## config.mk

```make
export PLATFORM = sky130hd
export DESIGN_NAME = ddr_serializer
export DESIGN_NICKNAME = d
export VERILOG_FILES = /design/src/rtl/ddr_pkg.sv /design/src/rtl/ddr_serializer.sv
export SDC_FILE = /design/constraint.sdc
export NUM_CORES = 1
export LEC_CHECK = 0
export ABC_AREA = 1
export CORE_UTILIZATION = 35
export CTS_BUF_LIST = sky130_fd_sc_hd__clkbuf_8 sky130_fd_sc_hd__clkbuf_16
export DETAILED_ROUTE_END_ITERATION = 8
export GPL_TIMING_DRIVEN = 0
export HOLD_SLACK_MARGIN = 0.12
export PLACE_DENSITY = 0.71
export SYNTH_ARGS = -nofsm -noshare
export SYNTH_HDL_FRONTEND = slang
export SYNTH_SLANG_ARGS = --single-unit
export TNS_END_PERCENT = 30
```

## constraint.sdc

```tcl
create_clock -name SCLK -period 1.6 [get_ports SCLK]
set_clock_uncertainty 0.1 [all_clocks]
set_input_delay 0.4 -clock SCLK [delete_from_list [all_inputs] [get_ports SCLK]]
set_output_delay 0.4 -clock SCLK [all_outputs]
set_load 0.005 [all_outputs]
```

## src/rtl/ddr_pkg.sv

```systemverilog
// Shared types and constants for the DDR serializer.
package ddr_pkg;

  typedef enum logic [0:0] {
    IDLE  = 1'b0,
    SHIFT = 1'b1
  } state_t;

  localparam int   DDR_DEFAULT_WIDTH = 8;
  localparam logic DDR_IDLE_LEVEL    = 1'b0;

  // Width of the beat counter for a word of the given width (never below 1 bit).
  function automatic int beats_cnt_w(input int width);
    int w;
    w = $clog2(width / 2);
    return (w < 1) ? 1 : w;
  endfunction

endpackage

```

## src/rtl/ddr_serializer.sv

```systemverilog
// Parallel-to-DDR gearbox feeding an oddr primitive: one WIDTH-bit word
// in per handshake, two bits (D0 rising half, D1 falling half) out per cycle.
//
// state | meaning
// IDLE  | no word in flight, D0/D1 hold IDLE_LEVEL
// SHIFT | word in flight, beat counts the pair currently on D0/D1
module ddr_serializer
  import ddr_pkg::*;
#(
  parameter int   WIDTH      = DDR_DEFAULT_WIDTH,
  parameter bit   MSB_FIRST  = 1'b1,
  parameter logic IDLE_LEVEL = DDR_IDLE_LEVEL
) (
  input  logic             SCLK,
  input  logic             RST_N,
  input  logic [WIDTH-1:0] DATA,
  input  logic             VALID,
  output logic             READY,
  output logic             D0,
  output logic             D1,
  output logic             WORD_START,
  output logic             BUSY
);

  localparam int BEATS = WIDTH / 2;
  localparam int BW    = beats_cnt_w(WIDTH);
  localparam logic [BW-1:0] LAST_BEAT = BW'(BEATS - 1);

  if (((WIDTH % 2) != 0) || (WIDTH < 4)) begin : g_width_check
    $error("ddr_serializer: WIDTH must be even and >= 4");
  end

  state_t           state;
  logic [BW-1:0]    beat;
  logic             rdy_en;
  logic [WIDTH-3:0] shreg;
  logic [WIDTH-1:0] ordered;
  logic             accept;

  // Put the word in wire order so the shifter always works MSB-first.
  always_comb begin
    ordered = DATA;
    if (!MSB_FIRST) begin
      for (int i = 0; i < WIDTH; i++) begin
        ordered[i] = DATA[WIDTH-1-i];
      end
    end
  end

  // READY depends only on registers; the last beat can take the next word.
  always_comb begin
    READY  = rdy_en && ((state == IDLE) || (beat == LAST_BEAT));
    accept = VALID && READY;
  end

  // Load, shift and return-to-idle sequencing of the output pair.
  always_ff @(posedge SCLK or negedge RST_N) begin
    if (!RST_N) begin
      state      <= IDLE;
      beat       <= '0;
      rdy_en     <= 1'b0;
      shreg      <= '0;
      D0         <= IDLE_LEVEL;
      D1         <= IDLE_LEVEL;
      WORD_START <= 1'b0;
      BUSY       <= 1'b0;
    end else begin
      rdy_en <= 1'b1;
      if (accept) begin
        D0         <= ordered[WIDTH-1];
        D1         <= ordered[WIDTH-2];
        shreg      <= ordered[WIDTH-3:0];
        beat       <= '0;
        state      <= SHIFT;
        WORD_START <= 1'b1;
        BUSY       <= 1'b1;
      end else if ((state == SHIFT) && (beat != LAST_BEAT)) begin
        D0         <= shreg[WIDTH-3];
        D1         <= shreg[WIDTH-4];
        shreg      <= shreg << 2;
        beat       <= beat + BW'(1);
        WORD_START <= 1'b0;
      end else begin
        D0         <= IDLE_LEVEL;
        D1         <= IDLE_LEVEL;
        state      <= IDLE;
        WORD_START <= 1'b0;
        BUSY       <= 1'b0;
      end
    end
  end

endmodule

```

==> impl_metrics.toml <==
[clock_tree]
max-clock-path-buffers = 2
cts_buffers = 3
cts_tree = "done"
cts_root_buf = "clkbuf_8"
cts_hold_repair.buffers = 0
clock_sinks = 13
clock_latency_ns = 0.24
clk_pin_slew_ns = 0.05
cts_max_level = 1

[route]
drtPass1Iterations = 4
drtIter0Drc = 26
vias = 464
antenna_left = 0
drc_errors = 0
vias_per_cell = 4.69
wire_per_inst_um = 10.9
totalWireLength_um = 1080

[critical_path]
worstPathArrival_ns = 1.12
slowest_stage = "dfrtp_1"
rr_endpoint = "shreg[0]"
crit_path_end_kind = "primary output"
start_kind = "flip-flop"
crit_start = "beat[0]"
crit_fanout = 2
cp_num_buf_inv = 3
cp_num_cells = 6
reg2regPathDepth = 9
timing.rr.start = "beat[0]"
path_delay_family = "flip-flops"
crit_required_ns = 1.10
path_cells = "ha_2 -> inv_2 -> nand2_4 -> clkinv_4 -> nor2_2 -> buf_2"
cp-endpoint = "READY"
max_stage_delay_ns = 0.39
worst-setup-path-type = "reg -> out"
reg2reg_slack_ns = 0.14

[synth]
synth_area_sq_um = 536
synth_top_area_share_pct = 60.7
synth_top_area_cell = "dfrtp_1"
ys_ff_latch = 13
postSynthCellCount = 58
ys_types = 14
async_flop_share_pct = 100
postSynthAreaPerCell_sq_um = 9.23
seq_area_frac_synth_pct = 60.7
ys_top_cells_by_count = "23 x nand2_1, 13 x dfrtp_1, 5 x nand3_1, 4 x nand4_1, 3 x inv_1"
syn_nets = 70
synth-edff-count = 0
yosys-top-cells-area = "dfrtp_1 61%, nand2_1 16%, nand3_1 4.7%"
yosysMostFrequentCell = "nand2_1"
ys.flop_type = "dfrtp_1"
yosys_warnings = 0

[status]
outcome = "finished, violations left"
failed_checks = "negative setup slack"

[grt]
grt_pass1_wl_um = 1610
antenna_found_initial = 0
grt_start_max_net_pins = 14
grt_pass1_vias = 364
grt-ovfl-total = 0
grtUsageTotal_pct = 15.6

[floorplanning]
rows = 13
start_util_pct = 39.2
die_w_um = 41.1
die_h_um = 41.1
io_pins = 16
die_area_sq_mm = 0.00169
core_area_sq_mm = 0.00137

[place]
dp_hpwl_um = 685
numPortBuffers = 15
place_congestion = 0.727
dp_slack_ns = -0.508

[sta]
finalSetupViolations = 1
finalCritPeriodShare_pct = 101
setup_slack_ns = -0.0208
rsz0062_at_grt = "true"
slew_violations = 0
hold_viol = 0
max_freq_mhz = 617
worst_pin_slew_ns = 0.561
maxSlewHeadroom_pct = 62.5
finalCriticalPeriod_ns = 1.62

[worst_hold_path]
min_path_type = "reg -> reg"

[cells_and_area]
nFillCells = 117
final_util_pct = 59.8
drive_gt1_share_pct = 21.4
syn_to_final_growth_pct = 52.6
final_nets = 97
diodes = 0

[flow_run]
drv_cap = 0

[pwr]
p_leak_nw = 0.432
p_per_area_mw_per_mm2 = 1710
ir_worst_vdd_v = 0.000954
[registers in the layout (all words and copies together) (netlist names)]
| register | count |
|---|---|
| rdy_en | 1 |
| shreg | 6 |
| D0 | 1 |
| D1 | 1 |
| beat | 2 |
| WORD_START | 1 |
| state | 1 |
[where the power goes]
| group | total [mW] | switching (mW) | internal [mW] |
|---|---|---|---|
| clock network | 0.283 | 0.114 | 0.169 |
| registers | 0.499 | 0.0537 | 0.445 |
| logic | 0.618 | 0.289 | 0.329 |
| total | 1.40 | 0.457 | 0.943 |
[worst min-delay path by stage]
stage | from | endpoint | slack [ns] | cells past startpoint
6_report | shreg[1] | shreg[1] | 0.37 | 2
5_1_grt | shreg[1] | shreg[1] | 0.41 | 2
4_1_cts | shreg[1] | shreg[1] | 0.37 | 2
3_5_place_dp | shreg[1] | shreg[1] | 0.36 | 2
3_3_place_gp | shreg[1] | shreg[1] | 0.35 | 2
2_1_floorplan | RST_N | D0 | 0.004 | 0
[worst min-delay path, delay by kind of cell (launching register included)]
family           cells  cell delay (ns)
AND/OR/NAND/NOR      2             0.10
flip-flops           1             0.34
[layout make-up]
cell class,count,area (sq um),area share (%)
clock buffers,3,41.3,5.05
clock inverters,1,3.75,0.459
inverters,5,23.8,2.91
multi-input cells,40,201,24.7
flip-flops and latches,13,325,39.8
well taps,15,18.8,2.30
repair buffers,22,203,24.8
[timing repair]
| item | 4_1_cts | 5_1_grt |
|---|---|---|
| cloned | 0 | 0 |
| resized for setup | 9 | 3 |
| setup endpoints to repair | 2 | 3 |
| buffers inserted | 3 | 4 |
| pin swaps | 1 | 2 |
[kinds of logic (layout without fill, tap and decap cells)]
family / count (synthesis) / after routing / synth area share [%]
buffers and inverters: 5 / 31 / 3.50
flip-flops: 13 / 13 / 60.7
adder cells (fa/ha/maj): 1 / 1 / 2.34
AO/OA/AOI/OAI: 3 / 3 / 4.67
AND/OR/NAND/NOR: 35 / 35 / 28.0
other: 1 / 1 / 0.700
[per-stage QoR]
step           total power [mW]  cell area [sq um]  TNS (ns)  instances  hold slack [ns]
4_1_cts                    1.33                779   -0.0497         95            0.373
3_3_place_gp              0.932                704    -0.696         88            0.354
2_1_floorplan             0.759                536         0         58          0.00441
6_report                   1.40                817   -0.0208         99            0.369
5_1_grt                    1.52                817   -0.0708         99            0.407
3_5_place_dp              0.944                704    -0.747         88            0.359
[metal layers]
layer  up-vias  GRT usage, %  wire length, um  part of all wire [%]
li1        236             -                -                     -
met1       204          20.7              494                    46
met2        20          21.9              491                    46
met3         4          4.89               78                   7.3
met4         0          9.68               10                  0.93
met5         -             0                0                     0
[layout by cell type (no fill, tap or decap)]
| cell type | n |
|---|---|
| ha_2 | 1 |
| conb_1 | 1 |
| o21ai_1 | 1 |
| o21a_4 | 1 |
| inv_2 | 2 |
| nor2_2 | 1 |
| inv_1 | 3 |
| clkinv_4 | 1 |
| nand2_1 | 23 |
| clkbuf_8 | 3 |
| buf_2 | 1 |
| nor2_1 | 1 |
| dlymetal6s2s_1 | 2 |
| nand2_4 | 1 |
| nand3_1 | 5 |
| clkdlybuf4s50_1 | 12 |
| a21oi_1 | 1 |
| dfrtp_1 | 13 |
| buf_4 | 7 |
| nand4_1 | 4 |
No activity file was read; power rests on OpenSTA's default activity.
